`src/rtl/det_pkg.sv`:
```
// Shared types and sizing helpers for the parametrised determinant calculator.
package det_pkg;

    typedef enum logic [1:0] {
        IDLE,
        LOAD,
        COMPUTE,
        DONE
    } state_t;

    typedef enum logic {
        MODE_2X2,
        MODE_3X3
    } mode_t;

    localparam int STEPS_2X2 = 2;
    localparam int STEPS_3X3 = 9;

    function automatic int out_w(input int data_w);
        return 3 * data_w + 3;
    endfunction

endpackage

```
`src/rtl/det_calc_controller.sv`:
```
// Sequencing for the determinant calculator: element intake, compute steps, done pulse.
//
//   state   | meaning
//   --------+------------------------------------------------------------
//   IDLE    | waiting for start; mode captured with start
//   LOAD    | accepting N*N elements, row-major, on in_valid && in_ready
//   COMPUTE | one multiply per cycle, step 0..STEPS-1
//   DONE    | result published, done high for this single cycle
module det_calc_controller
    import det_pkg::*;
(
    input  logic       clock,
    input  logic       reset,
    input  logic       i_start,
    input  logic       i_mode,
    input  logic       i_in_valid,
    output logic       o_in_ready,
    output logic       o_busy,
    output logic       o_done,
    output logic       o_accept,
    output logic [3:0] o_elem_idx,
    output logic       o_clear,
    output logic       o_compute,
    output logic [3:0] o_step,
    output logic       o_last,
    output mode_t      o_mode
);

    state_t     r_state;
    mode_t      r_mode;
    logic [3:0] r_cnt;
    logic [3:0] r_step;
    logic       r_in_ready;
    logic       r_busy;
    logic       r_done;

    logic [3:0] w_last_elem;
    logic [3:0] w_last_step;
    logic       w_accept;

    assign w_last_elem = (r_mode == MODE_3X3) ? 4'd8 : 4'd3;
    assign w_last_step = (r_mode == MODE_3X3) ? 4'(STEPS_3X3 - 1) : 4'(STEPS_2X2 - 1);
    assign w_accept    = i_in_valid && r_in_ready;

    always_ff @(posedge clock) begin
        if (reset) begin
            r_state    <= IDLE;
            r_mode     <= MODE_2X2;
            r_cnt      <= '0;
            r_step     <= '0;
            r_in_ready <= 1'b0;
            r_busy     <= 1'b0;
            r_done     <= 1'b0;
        end else begin
            r_done <= 1'b0;
            case (r_state)
                IDLE: begin
                    if (i_start) begin
                        r_state    <= LOAD;
                        r_mode     <= mode_t'(i_mode);
                        r_cnt      <= '0;
                        r_in_ready <= 1'b1;
                        r_busy     <= 1'b1;
                    end
                end
                LOAD: begin
                    if (w_accept) begin
                        if (r_cnt == w_last_elem) begin
                            r_state    <= COMPUTE;
                            r_cnt      <= '0;
                            r_step     <= '0;
                            r_in_ready <= 1'b0;
                        end else begin
                            r_cnt <= r_cnt + 4'd1;
                        end
                    end
                end
                COMPUTE: begin
                    if (r_step == w_last_step) begin
                        r_state <= DONE;
                        r_step  <= '0;
                        r_done  <= 1'b1;
                    end else begin
                        r_step <= r_step + 4'd1;
                    end
                end
                DONE: begin
                    r_state <= IDLE;
                    r_busy  <= 1'b0;
                end
                default: r_state <= IDLE;
            endcase
        end
    end

    assign o_in_ready = r_in_ready;
    assign o_busy     = r_busy;
    assign o_done     = r_done;
    assign o_accept   = w_accept;
    assign o_elem_idx = r_cnt;
    assign o_clear    = w_accept && (r_cnt == w_last_elem);
    assign o_compute  = (r_state == COMPUTE);
    assign o_step     = r_step;
    assign o_last     = (r_state == COMPUTE) && (r_step == w_last_step);
    assign o_mode     = r_mode;

endmodule

```
`src/rtl/det_calc_param.sv`:
```
// 2x2 / 3x3 signed determinant on one shared multiplier; datapath here, sequencing in
// det_calc_controller.
module det_calc_param
    import det_pkg::*;
#(
    parameter  int DATA_W = 8,
    localparam int OUT_W  = out_w(DATA_W)
) (
    input  logic                     clock,
    input  logic                     reset,
    input  logic                     start,
    input  logic                     mode,
    input  logic                     in_valid,
    input  logic [DATA_W-1:0]        data_in,
    output logic                     in_ready,
    output logic                     busy,
    output logic signed [OUT_W-1:0]  out_put,
    output logic                     done
);

    localparam int MW = 2 * DATA_W + 1;

    logic              w_accept;
    logic [3:0]        w_elem_idx;
    logic              w_clear;
    logic              w_compute;
    logic [3:0]        w_step;
    logic              w_last;
    mode_t             w_mode;

    logic signed [DATA_W-1:0] r_elem [9];
    logic signed [MW-1:0]     r_tmp;
    logic signed [OUT_W-1:0]  r_acc;
    logic signed [OUT_W-1:0]  r_out;

    logic signed [MW-1:0]     w_op_a;
    logic signed [MW-1:0]     w_op_b;
    logic signed [2*MW-1:0]   w_prod;
    logic signed [OUT_W-1:0]  w_prod_o;
    logic signed [MW-1:0]     w_prod_t;
    logic signed [OUT_W-1:0]  w_acc_next;
    logic signed [MW-1:0]     w_tmp_next;
    logic                     w_tmp_ld;
    logic                     w_tmp_sub;
    logic                     w_acc_ld;
    logic                     w_acc_sub;

    det_calc_controller u_ctrl (
        .clock      (clock),
        .reset      (reset),
        .i_start    (start),
        .i_mode     (mode),
        .i_in_valid (in_valid),
        .o_in_ready (in_ready),
        .o_busy     (busy),
        .o_done     (done),
        .o_accept   (w_accept),
        .o_elem_idx (w_elem_idx),
        .o_clear    (w_clear),
        .o_compute  (w_compute),
        .o_step     (w_step),
        .o_last     (w_last),
        .o_mode     (w_mode)
    );

    function automatic logic signed [MW-1:0] sx(input logic signed [DATA_W-1:0] v);
        return {{(MW - DATA_W){v[DATA_W-1]}}, v};
    endfunction

    // 3x3 schedule: per minor k, tmp = p1, tmp -= p2, acc +/-= coef_k * tmp.
    always_comb begin
        w_op_a    = '0;
        w_op_b    = '0;
        w_tmp_ld  = 1'b0;
        w_tmp_sub = 1'b0;
        w_acc_ld  = 1'b0;
        w_acc_sub = 1'b0;
        if (w_mode == MODE_2X2) begin
            case (w_step)
                4'd0: begin w_op_a = sx(r_elem[0]); w_op_b = sx(r_elem[3]); w_acc_ld = 1'b1; end
                4'd1: begin w_op_a = sx(r_elem[1]); w_op_b = sx(r_elem[2]);
                            w_acc_ld = 1'b1; w_acc_sub = 1'b1; end
                default: ;
            endcase
        end else begin
            case (w_step)
                4'd0: begin w_op_a = sx(r_elem[4]); w_op_b = sx(r_elem[8]); w_tmp_ld = 1'b1; end
                4'd1: begin w_op_a = sx(r_elem[5]); w_op_b = sx(r_elem[7]);
                            w_tmp_ld = 1'b1; w_tmp_sub = 1'b1; end
                4'd2: begin w_op_a = sx(r_elem[0]); w_op_b = r_tmp; w_acc_ld = 1'b1; end
                4'd3: begin w_op_a = sx(r_elem[3]); w_op_b = sx(r_elem[8]); w_tmp_ld = 1'b1; end
                4'd4: begin w_op_a = sx(r_elem[5]); w_op_b = sx(r_elem[6]);
                            w_tmp_ld = 1'b1; w_tmp_sub = 1'b1; end
                4'd5: begin w_op_a = sx(r_elem[1]); w_op_b = r_tmp;
                            w_acc_ld = 1'b1; w_acc_sub = 1'b1; end
                4'd6: begin w_op_a = sx(r_elem[3]); w_op_b = sx(r_elem[7]); w_tmp_ld = 1'b1; end
                4'd7: begin w_op_a = sx(r_elem[4]); w_op_b = sx(r_elem[6]);
                            w_tmp_ld = 1'b1; w_tmp_sub = 1'b1; end
                4'd8: begin w_op_a = sx(r_elem[2]); w_op_b = r_tmp; w_acc_ld = 1'b1; end
                default: ;
            endcase
        end
    end

    assign w_prod     = w_op_a * w_op_b;
    assign w_prod_o   = w_prod[OUT_W-1:0];
    assign w_prod_t   = w_prod[MW-1:0];
    assign w_acc_next = w_acc_sub ? (r_acc - w_prod_o) : (r_acc + w_prod_o);
    assign w_tmp_next = w_tmp_sub ? (r_tmp - w_prod_t) : w_prod_t;

    // The final step writes the result straight into out_put so it lands on DONE entry.
    always_ff @(posedge clock) begin
        if (reset) begin
            for (int k = 0; k < 9; k++) begin
                r_elem[k] <= '0;
            end
            r_tmp <= '0;
            r_acc <= '0;
            r_out <= '0;
        end else begin
            if (w_accept && (w_elem_idx < 4'd9)) begin
                r_elem[w_elem_idx] <= data_in;
            end
            if (w_clear) begin
                r_acc <= '0;
            end else if (w_compute && w_acc_ld) begin
                r_acc <= w_acc_next;
            end
            if (w_compute && w_tmp_ld) begin
                r_tmp <= w_tmp_next;
            end
            if (w_last) begin
                r_out <= w_acc_next;
            end
        end
    end

    assign out_put = r_out;

endmodule
```
`config.mk`:
```
export PLATFORM = sky130hd
export DESIGN_NAME = det_calc_param
export DESIGN_NICKNAME = d
export VERILOG_FILES = /design/src/rtl/det_pkg.sv /design/src/rtl/det_calc_controller.sv /design/src/rtl/det_calc_param.sv
export SDC_FILE = /design/constraint.sdc
export NUM_CORES = 1
export LEC_CHECK = 0
export ABC_CLOCK_PERIOD_IN_PS = 10500
export CORE_MARGIN = 5
export CORE_UTILIZATION = 58
export CTS_BUF_LIST = sky130_fd_sc_hd__clkbuf_8 sky130_fd_sc_hd__clkbuf_16
export CTS_CLUSTER_DIAMETER = 120
export DETAILED_ROUTE_END_ITERATION = 8
export PLACE_DENSITY = 0.82
export SYNTH_ARGS = -nofsm -noshare
export SYNTH_HDL_FRONTEND = slang
export SYNTH_SLANG_ARGS = --single-unit
```
`constraint.sdc`:
```
create_clock -name clock -period 10.5 [get_ports clock]
set_input_delay 2.1 -clock clock [delete_from_list [all_inputs] [get_ports clock]]
set_output_delay 2.1 -clock clock [all_outputs]
set_load 0.01 [all_outputs]
```
==> flow_summary.json <==
{
  "status": "finished, final reports clean",
  "yosysSeqAreaShare_pct": 23.18,
  "start_util_pct": 58.38,
  "r2r-end": "out_put[26]",
  "tritoncts": "done",
  "reg2reg_depth": 37,
  "n_antenna_cell": 0,
  "utilization_pct": 64.60,
  "synth_top_cell_by_area": "fa_1",
  "first_iter_violations": 1601,
  "synthTopCellsByCount": "inv_1, nor2_1, fa_1",
  "rrSetupSlack_ns": 0.37,
  "numPortBuffers": 42,
  "critPathKind": "reg -> reg",
  "setup_tns_ns": 0,
  "vias": 14065,
  "grt.total_usage_pct": 26.63,
  "place_area_um2": 17730,
  "detailed_place_hpwl_um": 33220,
  "die_x_um": 179.5,
  "ys_seq_elements": 157,
  "dieHeight_um": 179.5,
  "cp_slowest_cell": "fa_1",
  "maxSlewHeadroom_pct": 22.94,
  "core_area_um2": 28550,
  "setup_viol": 0,
  "required_ns": 10.84,
  "insertion_delay_ns": 0.43,
  "nNetsFinal": 2278,
  "area_delta_synth_final_pct": 10.67,
  "finClkSkew_ns": 0.01585,
  "hp-class": "reg -> reg",
  "crit_path_max_fanout": 11,
  "max-cap-violations": 0,
  "layout-drive-gt1-share_pct": 7.533,
  "gp_congestion": 1.001,
  "synth_most_common_cell": "inv_1",
  "viasPerCell": 5.955,
  "cts_sinks": 157,
  "grt_pass1_vias": 14278,
  "slowest_delay_ns": 0.55,
  "finalInstanceArea_um2": 18440,
  "cts.clk_slew.worst_paths_ns": 0.07,
  "syn-cell-area_um2": 16660,
  "fill_cells": 2312,
  "ys_top_cells_by_area": "fa_1, edfxtp_1, dfxtp_1",
  "synthFlopType": "dfxtp_1",
  "cts_buffers": 17,
  "detail-route-antenna-nets": 0,
  "worst_pin_slew_ns": 1.156,
  "yosysWarnings": 0,
  "die_area_um2": 32220,
  "final_max_slew_viol_count": 0,
  "antenna_found_initial": 0,
  "drcViolationCount": 0,
  "wl_per_cell_um": 18.13,
  "grt_overflow": 0,
  "async_flop_share_pct": 0,
  "clockBufferDepth": 2,
  "cp_common_cell": "fa_1",
  "cts_root_buf": "clkbuf_16",
  "avgSynthCellArea_um2": 8.711,
  "critPathLaunchType": "flop",
  "endpoint_kind": "flop",
  "io_pins": 43,
  "routed_wl_um": 42830,
  "synth_nets": 2226,
  "timing.final.ws_setup_ns": 0.3654,
  "clock.fmax_ghz": 0.09867,
  "fin_crit_sh_pct": 96.52,
  "fin_crit_ns": 10.13,
  "min_delay_path_depth": 2,
  "hold_viol_final": 0,
  "synth_edf_count": 72,
  "min_to": "out_put[18]",
  "min_from": "out_put[18]",
  "pre_cts_slack_ns": 0.2584,
  "grt_pass1_wl_um": 71620,
  "rsz0062_at_grt": "yes",
  "postSynthCellCount": 1913,
  "worstReg2RegStart": "u_ctrl.o_step[0]",
  "ctsHtreeMaxLevel": 4,
  "cp_data_arrival_time_ns": 10.47,
  "grt_max_degree": 53,
  "rows": 62,
  "yosysUniqueCellTypes": 82,
  "synth_top_area_share_pct": 21.02,
  "dr.pass1.iters": 7
}
==> cell usage in the layout (no fill, tap or decap), types with 18 or more instances in the layout <==
cell type          n
fa_1             175
and3_1            80
clkdlybuf4s50_1   41
ha_1             121
and2_1            18
nand2b_1          32
a21oi_1          116
a211oi_1          21
a21o_1            38
nand2_1          171
inv_1            281
buf_4             63
nor2_1           174
o21ai_1           24
dfxtp_1           82
xor2_1            21
nand3_1           47
nor3_1            32
edfxtp_1          72
o21ai_0           31
xnor2_1           55
==> metrics by stage <==
step,hold slack [ns],instances
after floorplan,0.4406,1913
after global placement,0.4445,2325
after detailed placement,0.4485,2325
after CTS,0.4578,2357
after global routing,0.4801,2362
final,0.4549,2362
==> critical path: cells and delay by family, from the launching register on <==
family / cells / cell delay [ns]
mux: 1 / 0.23
compound gates: 7 / 1.89
simple gates: 11 / 2.72
flops: 1 / 0.41
fa+ha+maj: 9 / 3.87
xor+xnor: 3 / 0.46
buf+inv: 6 / 0.46
==> per-layer routing <==
| metal | GRT usage [%] | vias to the layer above | share of wire [%] |
|---|---|---|---|
| li1 | - | 6558 | - |
| met1 | 36.59 | 6726 | 42 |
| met2 | 44.08 | 683 | 47 |
| met5 | 0 | - | 0 |
| met4 | 7.985 | 0 | 2.9 |
| met3 | 3.961 | 98 | 8.2 |
==> area by class of cell <==
cell class	count	area (um^2)	area share, %
Clock buffer	17	425.4	2.307
Inverter	284	1066	5.780
Timing Repair Buffer	105	888.4	4.817
Sequential cell	157	3867	20.97
Tap cell	384	480.5	2.605
Multi-Input combinational cell	1400	11550	62.63
Clock inverter	15	163.9	0.8887
==> sequential cells by signal (all words and copies together) (netlist names) <==
signal / cells
out_put: 27
r_acc: 27
r_elem: 72
r_tmp: 17
u_ctrl.o_busy: 1
u_ctrl.o_done: 1
u_ctrl.o_elem_idx: 4
u_ctrl.o_in_ready: 1
u_ctrl.o_mode: 1
u_ctrl.o_step: 4
u_ctrl.r_state: 2
==> cells by family after synthesis <==
kind of cell,Yosys count,share of synthesized area [%]
simple gates,636,18.39
compound gates,375,15.10
buf+inv,356,8.101
fa+ha+maj,300,30.41
flops,157,23.18
xor+xnor,77,4.092
mux,12,0.7283
==> worst max path at each step <==
| stage | start | slack [ns] | cells past startpoint | endpoint |
|---|---|---|---|---|
| detailed placement | u_ctrl.o_step[0] | 0.26 | 37 | out_put[26] |
| global placement | u_ctrl.o_step[0] | 0.52 | 36 | out_put[26] |
| global route | u_ctrl.o_step[0] | -0.05 | 37 | out_put[26] |
| CTS | u_ctrl.o_step[0] | 0.18 | 37 | out_put[26] |
| floorplan | u_ctrl.o_step[0] | 0.76 | 39 | out_put[26] |
| finish | u_ctrl.o_step[0] | 0.37 | 37 | out_put[26] |
==> repair_timing <==
action | 4_1_cts | 5_1_grt
endpoints found under the setup margin | 0 | 15
resized for setup | 0 | 25
hold buffers | 0 | 0
setup buffers | 0 | 5
Power is not shown: default switching activity piles up to over one toggle a cycle in this logic, so the estimate is an artifact.
